`src/rtl/gfx_fb_arbiter_pkg.sv`:
```
// Shared helpers for the framebuffer arbiter: bank-select sizing and packed-slice offsets.
package gfx_fb_arbiter_pkg;

    localparam int STAT_WIDTH = 32;

    // log2 of the bank count; 0 when there is a single bank.
    function automatic int bank_sel_width(input int num_banks);
        int w;
        w = 0;
        for (int i = 0; i < 31; i++) begin
            if ((1 << i) < num_banks) begin
                w = i + 1;
            end
        end
        return w;
    endfunction

    // Width of a bank index signal; never zero so it can always be declared.
    function automatic int bank_idx_width(input int num_banks);
        return (bank_sel_width(num_banks) > 0) ? bank_sel_width(num_banks) : 1;
    endfunction

    function automatic int local_addr_width(input int addr_width, input int num_banks);
        return addr_width - bank_sel_width(num_banks);
    endfunction

    function automatic int slice_lo(input int idx, input int width);
        return idx * width;
    endfunction

endpackage

```
`src/rtl/gfx_fb_arbiter_sync_fifo.sv`:
```
// Synchronous show-ahead FIFO: rdata_o presents the head entry whenever empty_o is low.
module gfx_fb_arbiter_sync_fifo #(
    parameter int WIDTH = 36,
    parameter int DEPTH = 4
) (
    input  logic             clk,
    input  logic             reset,
    input  logic             push_i,
    input  logic [WIDTH-1:0] wdata_i,
    input  logic             pop_i,
    output logic [WIDTH-1:0] rdata_o,
    output logic             full_o,
    output logic             empty_o
);

    localparam int PW = (DEPTH > 1) ? $clog2(DEPTH) : 1;
    localparam int CW = $clog2(DEPTH + 1);

    logic [WIDTH-1:0] mem_q [DEPTH];
    logic [PW-1:0]    wr_ptr_q, wr_ptr_d;
    logic [PW-1:0]    rd_ptr_q, rd_ptr_d;
    logic [CW-1:0]    count_q, count_d;
    logic             do_push, do_pop;

    function automatic logic [PW-1:0] ptr_next(input logic [PW-1:0] p);
        return (p == PW'(DEPTH - 1)) ? '0 : p + 1'b1;
    endfunction

    assign full_o  = (count_q == CW'(DEPTH));
    assign empty_o = (count_q == '0);
    assign do_push = push_i && !full_o;
    assign do_pop  = pop_i && !empty_o;
    assign rdata_o = mem_q[rd_ptr_q];

    always_comb begin
        wr_ptr_d = wr_ptr_q;
        rd_ptr_d = rd_ptr_q;
        count_d  = count_q;
        if (do_push) begin
            wr_ptr_d = ptr_next(wr_ptr_q);
        end
        if (do_pop) begin
            rd_ptr_d = ptr_next(rd_ptr_q);
        end
        case ({do_push, do_pop})
            2'b10:   count_d = count_q + 1'b1;
            2'b01:   count_d = count_q - 1'b1;
            default: count_d = count_q;
        endcase
    end

    always_ff @(posedge clk) begin
        if (reset) begin
            wr_ptr_q <= '0;
            rd_ptr_q <= '0;
            count_q  <= '0;
        end else begin
            wr_ptr_q <= wr_ptr_d;
            rd_ptr_q <= rd_ptr_d;
            count_q  <= count_d;
        end
    end

    // Storage is deliberately not reset; validity is tracked by the pointers.
    always_ff @(posedge clk) begin
        if (do_push) begin
            mem_q[wr_ptr_q] <= wdata_i;
        end
    end

endmodule

```
`src/rtl/gfx_fb_arbiter.sv`:
```
// Framebuffer arbiter: display reads own their bank, buffered gfx writes fill the other banks.
// Optional statistics counters are built when GFX_FB_ARBITER_STATS_EN is defined.
module gfx_fb_arbiter
    import gfx_fb_arbiter_pkg::*;
#(
    parameter int ADDR_WIDTH    = 20,
    parameter int DATA_WIDTH    = 16,
    parameter int NUM_BANKS     = 2,
    parameter int RD_LATENCY    = 2,
    parameter int WR_FIFO_DEPTH = 4,
    parameter int MAX_WR_STALL  = 8
) (
    input  logic                                                         clk,
    input  logic                                                         reset,
    input  logic [ADDR_WIDTH-1:0]                                        disp_addr,
    input  logic                                                         disp_valid,
    output logic                                                         disp_ready,
    output logic [DATA_WIDTH-1:0]                                        disp_rd_data,
    output logic                                                         disp_rd_valid,
    input  logic [ADDR_WIDTH-1:0]                                        gfx_addr,
    input  logic [DATA_WIDTH-1:0]                                        gfx_data,
    input  logic                                                         gfx_valid,
    output logic                                                         gfx_ready,
    output logic [NUM_BANKS-1:0]                                         bank_req,
    output logic [NUM_BANKS-1:0]                                         bank_we,
    output logic [NUM_BANKS*local_addr_width(ADDR_WIDTH, NUM_BANKS)-1:0] bank_addr,
    output logic [NUM_BANKS*DATA_WIDTH-1:0]                              bank_wdata,
    input  logic [NUM_BANKS*DATA_WIDTH-1:0]                              bank_rdata
`ifdef GFX_FB_ARBITER_STATS_EN
    ,
    output logic [STAT_WIDTH-1:0]                                        stat_rd_stalls,
    output logic [STAT_WIDTH-1:0]                                        stat_wr_stalls
`endif
);

    localparam int BW  = bank_sel_width(NUM_BANKS);
    localparam int BIW = bank_idx_width(NUM_BANKS);
    localparam int LAW = local_addr_width(ADDR_WIDTH, NUM_BANKS);
    localparam int EW  = ADDR_WIDTH + DATA_WIDTH;
    localparam int SCW = $clog2(MAX_WR_STALL + 1);
    localparam int PL  = RD_LATENCY + 1;

    typedef struct packed {
        logic [ADDR_WIDTH-1:0] addr;
        logic [DATA_WIDTH-1:0] data;
    } wr_entry_t;

    wr_entry_t        wr_in, wr_head;
    logic [EW-1:0]    head_bits;
    logic             fifo_full, fifo_empty;
    logic             gfx_accept;

    logic [BIW-1:0]   disp_bank, head_bank;
    logic [LAW-1:0]   disp_local, head_local;
    logic             pending, force_wr, same_bank, rd_grant, wr_issue;
    logic [SCW-1:0]   stall_q, stall_d;

    logic [NUM_BANKS-1:0]            rd_hit, wr_hit;
    logic [NUM_BANKS-1:0]            bank_req_q, bank_req_d;
    logic [NUM_BANKS-1:0]            bank_we_q, bank_we_d;
    logic [NUM_BANKS*LAW-1:0]        bank_addr_q, bank_addr_d;
    logic [NUM_BANKS*DATA_WIDTH-1:0] bank_wdata_q, bank_wdata_d;

    logic [PL-1:0]            pipe_vld_q, pipe_vld_d;
    logic [PL-1:0][BIW-1:0]   pipe_bank_q, pipe_bank_d;
    logic [DATA_WIDTH-1:0]    rd_sel;
    logic                     rd_valid_q, rd_valid_d;
    logic [DATA_WIDTH-1:0]    rd_data_q, rd_data_d;

    // ---------------- write buffer ----------------
    assign wr_in      = '{addr: gfx_addr, data: gfx_data};
    assign gfx_ready  = !reset && !fifo_full;
    assign gfx_accept = gfx_valid && gfx_ready;
    assign wr_head    = wr_entry_t'(head_bits);

    gfx_fb_arbiter_sync_fifo #(
        .WIDTH (EW),
        .DEPTH (WR_FIFO_DEPTH)
    ) u_wr_fifo (
        .clk     (clk),
        .reset   (reset),
        .push_i  (gfx_accept),
        .wdata_i (wr_in),
        .pop_i   (wr_issue),
        .rdata_o (head_bits),
        .full_o  (fifo_full),
        .empty_o (fifo_empty)
    );

    // ---------------- address map ----------------
    assign disp_local = disp_addr[ADDR_WIDTH-1:BW];
    assign head_local = wr_head.addr[ADDR_WIDTH-1:BW];

    generate
        if (BW > 0) begin : g_bank_sel
            assign disp_bank = disp_addr[BW-1:0];
            assign head_bank = wr_head.addr[BW-1:0];
        end else begin : g_single_bank
            assign disp_bank = '0;
            assign head_bank = '0;
        end
    endgenerate

    // ---------------- arbitration ----------------
    assign pending    = !fifo_empty;
    assign force_wr   = pending && (stall_q == SCW'(MAX_WR_STALL));
    assign same_bank  = (head_bank == disp_bank);
    assign disp_ready = !reset && !(force_wr && same_bank);
    assign rd_grant   = disp_valid && disp_ready;
    assign wr_issue   = pending && (!rd_grant || !same_bank || force_wr);

    always_comb begin
        stall_d = stall_q;
        if (!pending || wr_issue) begin
            stall_d = '0;
        end else if (stall_q != SCW'(MAX_WR_STALL)) begin
            stall_d = stall_q + 1'b1;
        end
    end

    always_ff @(posedge clk) begin
        if (reset) begin
            stall_q <= '0;
        end else begin
            stall_q <= stall_d;
        end
    end

    // A read and a write only share a bank on a forced cycle, where the read is refused.
    generate
        for (genvar gi = 0; gi < NUM_BANKS; gi++) begin : g_bank
            localparam int ALO = slice_lo(gi, LAW);
            localparam int DLO = slice_lo(gi, DATA_WIDTH);
            assign rd_hit[gi]     = rd_grant && (disp_bank == BIW'(gi));
            assign wr_hit[gi]     = wr_issue && (head_bank == BIW'(gi));
            assign bank_req_d[gi] = rd_hit[gi] || wr_hit[gi];
            assign bank_we_d[gi]  = wr_hit[gi];
            assign bank_addr_d[ALO +: LAW] = wr_hit[gi] ? head_local :
                                             rd_hit[gi] ? disp_local : '0;
            assign bank_wdata_d[DLO +: DATA_WIDTH] = wr_hit[gi] ? wr_head.data : '0;
        end
    endgenerate

    always_ff @(posedge clk) begin
        if (reset) begin
            bank_req_q   <= '0;
            bank_we_q    <= '0;
            bank_addr_q  <= '0;
            bank_wdata_q <= '0;
        end else begin
            bank_req_q   <= bank_req_d;
            bank_we_q    <= bank_we_d;
            bank_addr_q  <= bank_addr_d;
            bank_wdata_q <= bank_wdata_d;
        end
    end

    assign bank_req   = bank_req_q;
    assign bank_we    = bank_we_q;
    assign bank_addr  = bank_addr_q;
    assign bank_wdata = bank_wdata_q;

    // ---------------- read return ----------------
    // Stage k holds a grant from k+1 cycles ago; the last stage lines up with bank_rdata.
    generate
        for (genvar gi = 0; gi < PL; gi++) begin : g_pipe
            if (gi == 0) begin : g_head
                assign pipe_vld_d[gi]  = rd_grant;
                assign pipe_bank_d[gi] = disp_bank;
            end else begin : g_tail
                assign pipe_vld_d[gi]  = pipe_vld_q[gi-1];
                assign pipe_bank_d[gi] = pipe_bank_q[gi-1];
            end
        end
    endgenerate

    always_comb begin
        rd_sel = '0;
        for (int b = 0; b < NUM_BANKS; b++) begin
            if (pipe_bank_q[PL-1] == BIW'(b)) begin
                rd_sel = bank_rdata[b*DATA_WIDTH +: DATA_WIDTH];
            end
        end
    end

    assign rd_valid_d = pipe_vld_q[PL-1];
    assign rd_data_d  = pipe_vld_q[PL-1] ? rd_sel : '0;

    always_ff @(posedge clk) begin
        if (reset) begin
            pipe_vld_q  <= '0;
            pipe_bank_q <= '0;
            rd_valid_q  <= 1'b0;
            rd_data_q   <= '0;
        end else begin
            pipe_vld_q  <= pipe_vld_d;
            pipe_bank_q <= pipe_bank_d;
            rd_valid_q  <= rd_valid_d;
            rd_data_q   <= rd_data_d;
        end
    end

    assign disp_rd_valid = rd_valid_q;
    assign disp_rd_data  = rd_data_q;

`ifdef GFX_FB_ARBITER_STATS_EN
    logic [STAT_WIDTH-1:0] rd_stall_cnt_q, rd_stall_cnt_d;
    logic [STAT_WIDTH-1:0] wr_stall_cnt_q, wr_stall_cnt_d;

    always_comb begin
        rd_stall_cnt_d = rd_stall_cnt_q;
        wr_stall_cnt_d = wr_stall_cnt_q;
        if (disp_valid && !disp_ready && (rd_stall_cnt_q != '1)) begin
            rd_stall_cnt_d = rd_stall_cnt_q + 1'b1;
        end
        if (pending && !wr_issue && (wr_stall_cnt_q != '1)) begin
            wr_stall_cnt_d = wr_stall_cnt_q + 1'b1;
        end
    end

    always_ff @(posedge clk) begin
        if (reset) begin
            rd_stall_cnt_q <= '0;
            wr_stall_cnt_q <= '0;
        end else begin
            rd_stall_cnt_q <= rd_stall_cnt_d;
            wr_stall_cnt_q <= wr_stall_cnt_d;
        end
    end

    assign stat_rd_stalls = rd_stall_cnt_q;
    assign stat_wr_stalls = wr_stall_cnt_q;
`endif

endmodule

```
`config.mk`:
```
export PLATFORM = sky130hd
export DESIGN_NAME = gfx_fb_arbiter
export DESIGN_NICKNAME = d
export VERILOG_FILES = /design/src/rtl/gfx_fb_arbiter_pkg.sv /design/src/rtl/gfx_fb_arbiter_sync_fifo.sv /design/src/rtl/gfx_fb_arbiter.sv
export SDC_FILE = /design/constraint.sdc
export NUM_CORES = 1
export LEC_CHECK = 0
export CORE_MARGIN = 2
export CORE_UTILIZATION = 51
export DETAILED_ROUTE_END_ITERATION = 6
export GPL_TIMING_DRIVEN = 0
export PLACE_DENSITY = 0.8
export SYNTH_ARGS = -nofsm -noshare
export SYNTH_HDL_FRONTEND = slang
export SYNTH_SLANG_ARGS = --single-unit
```
`constraint.sdc`:
```
create_clock -name clk -period 3.66 [get_ports clk]
set_input_delay 0.732 -clock clk [delete_from_list [all_inputs] [get_ports clk]]
set_output_delay 0.732 -clock clk [all_outputs]
set_load 0.02 [all_outputs]
```
## Word level (Yosys, flattened, before mapping)

Memories as Yosys holds them, arrays and structs flattened. A register that Yosys moved wholly into a read port is not among the register bits.
Cells that the tools add are included.

- Bits in registers: 108
- Memory bits (writable): 144
- Input bits: 92
- Output and inout port bits: 93
- Word-level logic and storage cells: 76
- Memories kept: 1

Memories:

| memory | depth | width | rd ports | clocked after Yosys merged registers in | wr ports | RTL line | source |
|---|---|---|---|---|---|---|---|
| u_wr_fifo.mem_q | 4 | 36 | 1 | 1 | 1 | gfx_fb_arbiter_sync_fifo.sv:19 | `logic [WIDTH-1:0] mem_q [DEPTH];` |

- Add/subtract/negate cells: 5
- Equality and inequality tests: 8
- Mux-type cells: 12
- Bitwise gates (word level): 5
- Reductions and logical operators: 30

Operators by type and width:

| cell | number |
|---|---|
| $mux 19 | 4 |
| $mux 16 | 1 |
| $logic_and 1x1->1 | 13 |
| $mux 2 | 4 |
| $reduce_or 2->1 | 4 |
| $eq 2x2->1 const B | 3 |
| $logic_not 1->1 | 6 |
| $pmux 3 s2 | 1 |
| $logic_or 1x1->1 | 5 |
| $not 1->1 | 5 |
| $add 2x1->2 const B | 2 |
| $add 4x1->4 const B | 1 |
| $eq 4x4->1 const B | 1 |
| $ne 4x4->1 const B | 1 |
| $add 3x1->3 const B | 1 |
| $eq 3x3->1 const B | 1 |
| $logic_not 3->1 | 1 |
| $sub 3x1->3 const B | 1 |
| $eq 2x1->1 const B | 1 |
| $mux 1 | 2 |
| $reduce_bool 2->1 | 1 |
| $eq 1x1->1 | 1 |

## Longest topological paths before layout

Gate-level depths: netlist of run 1.

- Word-level depth: 14
- Mapped depth: 11

## Modules after synthesis

A second synthesis of run 1 with hierarchy kept.

- Cell total of the unflattened synthesis: 516
- Area total of the unflattened synthesis: 9009.9 sq um

By module, submodules not included:

| module | times used | cells an instance | area each (sq um) | seq. area each (sq um) |
|---|---|---|---|---|
| gfx_fb_arbiter_sync_fifo | 1 | 242 | 5689.2 | 4504.3 |
| gfx_fb_arbiter | 1 | 274 | 3320.7 | 2021.9 |

## Worst setup path after synthesis of run 1

Ideal clock, no wire load.

- Path type: input port to flip-flop
- Start point: in reset
- End point: mem u_wr_fifo.mem_q[3][0], enable pin
- Setup time: 0.397 ns
- Arrival time: 2.403 ns
- Data required time: 3.263 ns
- Setup slack: 0.861 ns
- Cell stages on the path: 3
- Buffers on the path: 1
- Path through: clkbuf_1 a211oi_1 and2_1

- Word-level cells in the longest chain between the ends: 6

RTL lines:

| item | RTL line | source |
|---|---|---|
| start, declared | gfx_fb_arbiter.sv:14 | `input logic reset,` |
| $logic_not 1->1 | gfx_fb_arbiter.sv:72 | `assign gfx_ready = !reset && !fifo_full;` |
| $logic_and 1x1->1 | gfx_fb_arbiter.sv:72 |  |
| $logic_and 1x1->1 | gfx_fb_arbiter.sv:73 | `assign gfx_accept = gfx_valid && gfx_ready;` |
| $logic_and 1x1->1 | gfx_fb_arbiter_sync_fifo.sv:31 | `assign do_push = push_i && !full_o;` |
| $mux 1 | gfx_fb_arbiter_sync_fifo.sv:66 | `if (do_push) begin` |
| $mux 1 (not written as such) | gfx_fb_arbiter_sync_fifo.sv:67 | `mem_q[wr_ptr_q] <= wdata_i;` |
| end, declared | gfx_fb_arbiter_sync_fifo.sv:19 |  |

Every way passes these cells.

==> results of run 1 <==
[path summary, 6_finish.rpt]
path                                to  slack (ps)                  from  cells past startpoint
setup / recovery            disp_ready         230             flip-flop                      6
hold / removal          pipe_bank_d[2]         460        pipe_bank_d[1]                      1
setup reg to reg  u_wr_fifo.count_q[2]         810  u_wr_fifo.count_q[0]                      8
hold reg to reg         pipe_bank_d[2]         460        pipe_bank_d[1]                      1
[synthesized netlist by cell type (8+ instances only)]
cell type / instances
edfxtp_1: 144
dfxtp_1: 110
nor2_1: 51
mux4_2: 36
and2_1: 20
a22o_1: 19
and3_1: 18
mux2i_1: 17
clkbuf_1: 16
a22oi_1: 14
nand2_1: 12
a21oi_1: 10
inv_1: 10
ha_1: 8
[metal layers]
metal / global-route usage, % / vias to the layer above / part of all wire [%]
met2: 40.07 / 219 / 52
met3: 4.474 / 40 / 7.6
met5: 0 / - / 0
met4: 7.407 / 0 / 2.7
li1: - / 2442 / -
met1: 25.74 / 2695 / 38
[layout make-up]
cell class / instances / area, um^2 / area share [%]
Sequential cell: 254 / 6526 / 54.66
Multi-Input combinational cell: 243 / 2205 / 18.46
Timing Repair Buffer: 189 / 1949 / 16.33
Clock buffer: 34 / 699.4 / 5.858
Tap cell: 225 / 281.5 / 2.358
Buffer: 27 / 140.1 / 1.174
Clock inverter: 11 / 101.3 / 0.8488
Inverter: 10 / 37.54 / 0.3144
[flip-flops by register name (all words and copies together), names as in the netlist, 3 cells and up, named ones only]
register           count
bank_addr             38
stall_q                4
u_wr_fifo.count_q      3
disp_rd_data          16
pipe_vld_q             3
bank_wdata            32
u_wr_fifo.mem_q      144
[repair_timing]
| action | 4_1_cts | 5_1_grt |
|---|---|---|
| gates cloned | 0 | 0 |
| setup buffers | 0 | 2 |
| setup endpoints to repair | 1 | 1 |
| gates resized for setup | 1 | 1 |
[cells by family (layout without fill, tap and decap cells)]
logic type                 after synthesis  after routing  synth area share (%)
DFF                                    254            254                 73.45
and+or+nand+nor                        123            123                 6.971
AOI/OAI and AO/OA                       54             54                 4.788
muxes                                   53             53                 11.04
buffers and inverters                   37            271                 2.000
adders and majority gates                9              9                 1.352
xor gates and xnor gates                 4              4                0.3944
[power by group through the flow]
stage / Sequential [uW] / Clock [uW] / Combinational, uW
after global routing: 3440 / 2630 / 1930
after detailed placement: 3470 / 0 / 1780
after floorplan: 3660 / 0 / 841
final: 3410 / 2480 / 1800
after global placement: 3460 / 0 / 1700
after CTS: 3420 / 2510 / 1800
[stage by stage]
| stage | setup slack, ps | hold slack [ps] | TNS, ps | power [uW] | area, um^2 |
|---|---|---|---|---|---|
| floorplan | 860.7 | 413.8 | 0 | 4496 | 8885 |
| global placement | -366.8 | 433.0 | -51300 | 5161 | 11000 |
| detailed placement | 239.2 | 433.7 | 0 | 5256 | 11110 |
| CTS | 79.43 | 454.3 | 0 | 7728 | 11910 |
| global route | 64.20 | 472.5 | 0 | 7995 | 11940 |
| finish | 229.4 | 456.6 | 0 | 7696 | 11940 |
[worst max-delay path, cell delays in order (launching register included)]
cell and delay, ps:
dfxtp_1 330, buf_6 160, mux4_2 600, xor2_4 250, nor3_1 100, nor2_1 120
clkdlybuf4s50_1 630
==> metrics, run 1 <==
CTS clk-pin slew, worst paths 60 ps; GP Congestion 0.7920; synth unique cells 37; Clock Skews 7.988 ps; most common cell after layout, fill and taps aside clkdlybuf4s50_1; top_reg_cell synth edfxtp_1; # hold bufs at CTS 0; Wirelength per Cell 20.56 um; first-pass GRT wire length 30.73 mm; # diodes 0; Clock power frac 32.2%; Initial Util 51.73%; Setup violations, final 0; DRT iter0 DRCs 284; measured slew at the worst slew-check pin 1086 ps; H-Tree Depth 1; initial antenna violation count 0; Max Slew Vio Count 0; Routed Wire Length 20.42 mm; Seq/Total Area, Yosys about three quarters; critical path type flip-flop to primary output; Placed Cells about 950; Switch Pwr 2062 uW; Synth Cell Area 8885 um^2; Core Util, Final 69.51%; NumNets Final 851; FFs w/ async S/R, synth 0%; fmax between 200 and 300 MHz; endpoints failing hold 0; syn_nets 635; CP startpoint kind flip-flop; Hold Crit Class flip-flop to flip-flop; Num CTS Buffers 25; area of the core 17180 um^2; area grow syn2layout 34.39%; Synth Instances 534; critical path peak fanout 9; Mean Syn Cell Area 16.64 um^2; commonest non-fill, non-tap cells in the layout clkdlybuf4s50_1 (183), edfxtp_1 (144), dfxtp_1 (110); post-DR vias/cell 5.434; status complete, no violations; minimum clock period 3431 ps; Final Cycle Share 93.73%; worst path arrival time 2700 ps; Max-cap violations 0; Die X ~140 um; CTS tree built; RSZ-0062 raised after global routing false; GRT Overall Usage 21.91%; drt first pass iters 5; IR drop worst, VDD 0.5598 mV; DRC errors left 0; die area 18490 um^2; Sink Count between 200 and 300; number of global-route vias before repair 5717; yosys warns 0; vias after detailed routing 5396; I/O pin count 185; largest net degree at the start of global routing 21; post-synth top area share between 40% and 50%; fill cell count roughly 1100; worst-skew pair later-pin latency 500 ps; total grt overflow 0; share of power burned in registers 44.4%; Internal 5634 uW; CP Data Required Time 2930 ps; port bufs 183; Worst slew margin 27.17%; Comb pwr share 23.4%; Die H 136.0 um; Final HPWL DP approximately 14 mm; post-synthesis register bit count 254; layout cell share with drive strength beyond 1 12.50%; post-route insts no fill around 1000; CTS max path bufs 3; Rows 48; cell area power density roughly 640 nW/um^2; switch share 26.79%; Post-synth EDFFs 144; synth top area cells edfxtp_1 (49%), dfxtp_1 (25%), mux4_2 (9.1%); Post-DRT Antenna Nets 0; leak pwr 0.004208 uW; Clock Tree Root clkbuf_16; critical path endpoint category primary output; most area-hungry cell type in the Yosys netlist edfxtp_1
Power figures use the tool's default switching activity.
==> run 2, diff against run 1 <==
--- a/config.mk
+++ b/config.mk
@@ -12,4 +12,5 @@
 export PLACE_DENSITY = 0.8
 export SYNTH_ARGS = -nofsm -noshare
 export SYNTH_HDL_FRONTEND = slang
+export SYNTH_HIERARCHICAL = 1
 export SYNTH_SLANG_ARGS = --single-unit
==> run 2 against run 1 <==
  * Non-clock buffer count down 6
  * Register-to-register slack worse by 570 ps
  * Flip-flop and latch count unchanged
  * Utilization down 0.60 points
  * Clock power down 5%
  * Global-route usage down 0.83 points
  * Clock-buffer cell count up 8
==> metrics, run 2 <==
first-pass GRT wire length 29.48 mm; Clock Skews around 13 ps; GP Congestion 0.7558; area grow syn2layout 32.30%; pre-CTS setup slack -23.87 ps; Synth Cell Area 9010 um^2; DRT iter0 DRCs 276; vias after detailed routing approximately 5200; leak pwr 0.004154 uW; Wirelength per Cell 20.07 um; Hold Crit Class flip-flop to flip-flop; drt first pass iters 4; total grt overflow 0; endpoints failing hold 0; max reg flops 144; count leader, synth edfxtp_1; post-route insts no fill a little under 1000; port bufs 183; Post-DRT Antenna Nets 0; commonest cells in the netlist edfxtp_1 (144), dfxtp_1 (110), mux4_2 (36); critical path type flip-flop to primary output; worst path arrival time ~2700 ps; DRC errors left 0; Hold Path Cell Cnt 1; Clock Tree Root clkbuf_16; CP startpoint kind flip-flop; synth top area cells edfxtp_1 (48%), dfxtp_1 (24%), mux4_2 (9.0%); Rows 48; Biggest register u_wr_fifo/mem_q; fmax 291.3 MHz; Routed Wire Length 19.47 mm; post-DR vias/cell about 5.4; top_reg_cell synth edfxtp_1; # diodes 0; Synth Instances 516; Die H between 100 and 150 um; NumNets Final 827; GRT Overall Usage between 20% and 30%; synth unique cells 49; Sink Count 254; Max-cap violations 0; Final HPWL DP 12.72 mm; initial antenna violation count 0; yosys warns 6; Post-synth EDFFs 144; r2r worst-path depth 14; largest net degree at the start of global routing 37; measured slew at the worst slew-check pin 1100 ps; Final Cycle Share a little over nine tenths; die area approximately 19000 um^2; post-synth top area share 47.99%; syn_nets slightly above 600; CTS max path bufs 3; FFs w/ async S/R, synth 0%; Initial Util 52.09%; Max Slew Vio Count 0; # hold bufs at CTS 0; Hold WS 434.7 ps; most common cell after layout, fill and taps aside clkdlybuf4s50_1; final worst slack 226.6 ps; Tot Pwr 6417 uW; worst-skew pair later-pin latency around 530 ps; Setup violations, final 0; minimum clock period 3433 ps; cell area power density ~540 nW/um^2; post-synthesis register bit count about 250; status complete, no violations; Num CTS Buffers 25; commonest non-fill, non-tap cells in the layout clkdlybuf4s50_1 (182), edfxtp_1 (144), dfxtp_1 (110); Seq/Total Area, Yosys 72.43%; area of the core 17300 um^2; I/O pin count 185; number of global-route vias before repair approximately 5400; critical path peak fanout 10; Mean Syn Cell Area 17.46 um^2; most area-hungry cell type in the Yosys netlist edfxtp_1; RSZ-0062 raised after global routing false; CTS clk-pin slew, worst paths roughly 60 ps; H-Tree Depth 1; CP Data Required Time 2930 ps; CTS tree built; Die X 136.9 um; Core Util, Final 68.92%; critical path endpoint category primary output; layout cell share with drive strength beyond 1 16.11%; Post-CTS Setup Inserts 0; IR drop worst, VDD approximately 0.4 mV; Placed Cells 925; Worst slew margin 26.63%
## run 2: cell count changes in the layout (fill, tap and decap cells not counted), moves of 9 or more
cell,delta
and2_1,+17
nand2_1,-9
and3_1,-18
a2bb2oi_1,+9
a22o_2,+16
nor2_1,-22
a22oi_1,-14
## run 2: final timing paths
check,from,endpoint,slack (ps)
min reg2reg,pipe_bank_d[1],pipe_bank_d[2],430
min,pipe_bank_d[1],pipe_bank_d[2],430
max reg2reg,flip-flop,u_wr_fifo/count_q[2],240
max,flip-flop,disp_ready,230
## run 2: through the flow
step | cell area (um^2) | setup TNS, ps
final | 11920 | 0
after global routing | 11920 | 0
after CTS | 11910 | 0
after detailed placement | 11150 | -23.87
after global placement | 11120 | -10300
after floorplan | 9010 | 0
## run 2: layout make-up
| class | count | area (um^2) |
|---|---|---|
| inverter | 14 | 55.05 |
| timing repair buffer | 184 | 1858 |
| sequential | 254 | 6526 |
| tap | 225 | 281.5 |
| multi-input combinational | 221 | 2250 |
| buffer | 26 | 186.4 |
| clock buffer | 42 | 729.5 |
| clock inverter | 4 | 33.78 |
| fill | 1127 | 5376 |
## run 2: cell families (layout without fill, tap and decap cells)
kind of cell / count (synthesis) / in the layout / share of synthesized area (%)
AOI/OAI and AO/OA: 62 / 62 / 6.221
buffers and inverters: 41 / 270 / 2.694
DFF: 254 / 254 / 72.43
muxes: 53 / 53 / 10.89
and+or+nand+nor: 92 / 92 / 5.944
adders and majority gates: 9 / 9 / 1.333
xor gates and xnor gates: 5 / 5 / 0.4860
## run 2: timing repair
action / in CTS / in global routing
gates cloned: 0 / 0
hold endpoints to repair: 0 / 0
setup endpoints to repair: 2 / 1
resized for setup: 2 / 1
## run 2: power breakdown
group          switching (uW)  internal [uW]
registers                42.0           3150
clock network             995           1360
logic                     430            444
total                    1470           4950
## run 2: routing by layer
layer	share of wire, %	global-route usage (%)	wire length [um]	vias to the layer above
met3	6.5	3.741	1257	34
met1	40	26.34	7790	2597
li1	-	-	-	2376
met4	2.3	6.586	442	0
met5	0	0	0	-
met2	51	37.47	9974	206
## run 2: worst max-delay path: stages (launching register included)
cell and delay, ps:
dfxtp_1 320, buf_4 220, buf_6 220, mux4_2 630
xor2_2 190, o31a_1 260, dlygate4sd2_1 330
==> run 3, diff against run 2 <==
--- a/config.mk
+++ b/config.mk
@@ -5,6 +5,8 @@
 export SDC_FILE = /design/constraint.sdc
 export NUM_CORES = 1
 export LEC_CHECK = 0
+export ABC_CLOCK_PERIOD_IN_PS = 3660
+export CORE_ASPECT_RATIO = 1.2
 export CORE_MARGIN = 2
 export CORE_UTILIZATION = 51
 export DETAILED_ROUTE_END_ITERATION = 6
==> run 3 against run 2 <==
  * Sequential power about the same
  * Non-clock buffer count grew 1
  * Critical path type is now flip-flop to flip-flop
  * Highest routed layer unchanged
  * Critical endpoint is now u_wr_fifo/count_q[2]
  * Sequential share of layout area is 0.23 points higher
  * Total power down 1.8%
  * Fmax decreased by 1.1%
  * Combinational power increased by 0.7%
  * Final area decreased by 0.42%
==> metrics, run 3 (synthesis gave the netlist of run 2 again) <==
Routed Wire Length 19.31 mm; r2r worst-path depth 14; post-DR vias/cell 5.371; Final HPWL DP 13.49 mm; Wirelength per Cell 19.99 um; Post-DRT Antenna Nets 0; GP Congestion 0.8018; largest net degree at the start of global routing 37; CTS max path bufs 3; final worst slack 189.3 ps; Tot Pwr 6303 uW; layout cell share with drive strength beyond 1 16.67%; Num CTS Buffers 24; IR drop worst, VDD 0.3949 mV; worst path arrival time 3890 ps; Core Util, Final 68.06%; Max-cap violations 0; CP startpoint kind flip-flop; Clock Skews 29.79 ps; CTS clk-pin slew, worst paths 60 ps; Rows 53; RSZ-0062 raised after global routing false; initial antenna violation count 3; Die X 125.3 um; Crit path largest cell delay 620 ps; fmax 288.1 MHz; area grow syn2layout 31.75%; Max Slew Vio Count 0; cell chain of the critical path buf_4, buf_6, mux4_2, xor2_2, nor3_1, nor2_1, o31ai_1, inv_1, ha_1, inv_1, fa_1, xor2_1, or3_2, a21oi_1; Hold Path Cell Cnt 1; number of global-route vias before repair ~5400; Biggest register u_wr_fifo/mem_q; total grt overflow 0; worst-skew pair later-pin latency 530 ps; DRT iter0 DRCs 249; CP Data Required Time approximately 4000 ps; NumNets Final 827; Hold Crit Class flip-flop to flip-flop; Sink Count approximately 250; commonest non-fill, non-tap cells in the layout clkdlybuf4s50_1 (182), edfxtp_1 (144), dfxtp_1 (110); measured slew at the worst slew-check pin 974.8 ps; post-route insts no fill 966; endpoints failing hold 0; H-Tree Depth 1; flop2flop setup slack 190 ps; I/O pin count 185; critical path type flip-flop to flip-flop; Hold WS approximately 440 ps; drt first pass iters 5; Clock Tree Root clkbuf_16; port bufs 183; Setup violations, final 0; area of the core between 15000 and 20000 um^2; pre-CTS setup slack -94.69 ps; vias after detailed routing 5188; max reg flops 144; Worst slew margin 35.01%; # hold bufs at CTS 0; Die H 149.6 um; CTS tree built; most common cell after layout, fill and taps aside clkdlybuf4s50_1; Worst R2R End u_wr_fifo/count_q[2]; minimum clock period 3471 ps; die area 18750 um^2; Final Cycle Share 94.83%; Crit path top cell by count inv_1; DRC errors left 0; critical path peak fanout 10; cell area power density 531.0 nW/um^2; Initial Util 51.66%; Placed Cells 920; hold-critical path endpoint pipe_vld_q[1]; status complete, no violations; first-pass GRT wire length 29.02 mm; leak pwr 0.004150 uW; crit path max-delay cell type mux4_2; critical path endpoint category flip-flop; GRT Overall Usage 20.05%; Hold Path Origin pipe_vld_q[0]
## run 3: timing repair
action / 4_1_cts / 5_1_grt
setup endpoints to repair: 2 / 2
resized for setup: 1 / 2
buffers inserted: 1 / 0
## run 3: how the worst max path moves through the flow
stage | start | slack [ps] | endpoint | cells past startpoint
2_1_floorplan | flip-flop | 500 | u_wr_fifo/count_q[2] | 14
3_3_place_gp | reset | -290 | u_wr_fifo/mem_q[3][8] | 5
3_5_place_dp | flip-flop | -90 | u_wr_fifo/count_q[2] | 14
4_1_cts | flip-flop | 2 | disp_ready | 6
5_1_grt | flip-flop | 20 | u_wr_fifo/count_q[2] | 14
6_report | flip-flop | 190 | u_wr_fifo/count_q[2] | 14
## run 3: where the power goes
group / switching, uW / leakage (uW) / internal (uW) / total [uW]
logic: 432 / 0.00159 / 447 / 879
clock network: 982 / 0.000358 / 1250 / 2230
registers: 44.0 / 0.00220 / 3150 / 3190
total: 1460 / 0.00415 / 4850 / 6300
## run 3: per-layer routing
metal	vias to the layer above	routed length (um)	part of all wire, %	global-route usage [%]
li1	2373	-	-	-
met1	2540	7200	37	22.93
met2	230	9960	52	36.71
met3	45	1608	8.3	5.327
met4	0	545	2.8	6.500
met5	-	0	0	0
## run 3: per-stage QoR
stage          setup TNS, ps  instance area (um^2)
3_5_place_dp          -94.69                 11140
3_3_place_gp          -10250                 11120
5_1_grt                    0                 11870
6_report                   0                 11870
2_1_floorplan              0                  9010
4_1_cts                    0                 11860
## run 3: area by class of cell
| type | instances | area [um^2] |
|---|---|---|
| timing repair buffer | 185 | 1862 |
| buffer | 26 | 186.4 |
| fill | 1134 | 5570 |
| multi-input combinational | 221 | 2250 |
| tap | 220 | 275.3 |
| sequential | 254 | 6526 |
| clock inverter | 8 | 50.05 |
| antenna | 2 | 5.005 |
| clock buffer | 36 | 660.6 |
| inverter | 14 | 55.05 |
## run 3: critical path: cells and delay by family (launching register included)
kind / cells / cell delay (ps)
multiplexers: 1 / 620
AND/OR/NAND/NOR: 3 / 590
buffers and inverters: 4 / 580
adder cells (fa/ha/maj): 2 / 570
XOR/XNOR: 2 / 360
AO/OA/AOI/OAI: 2 / 340
flip-flops: 1 / 300
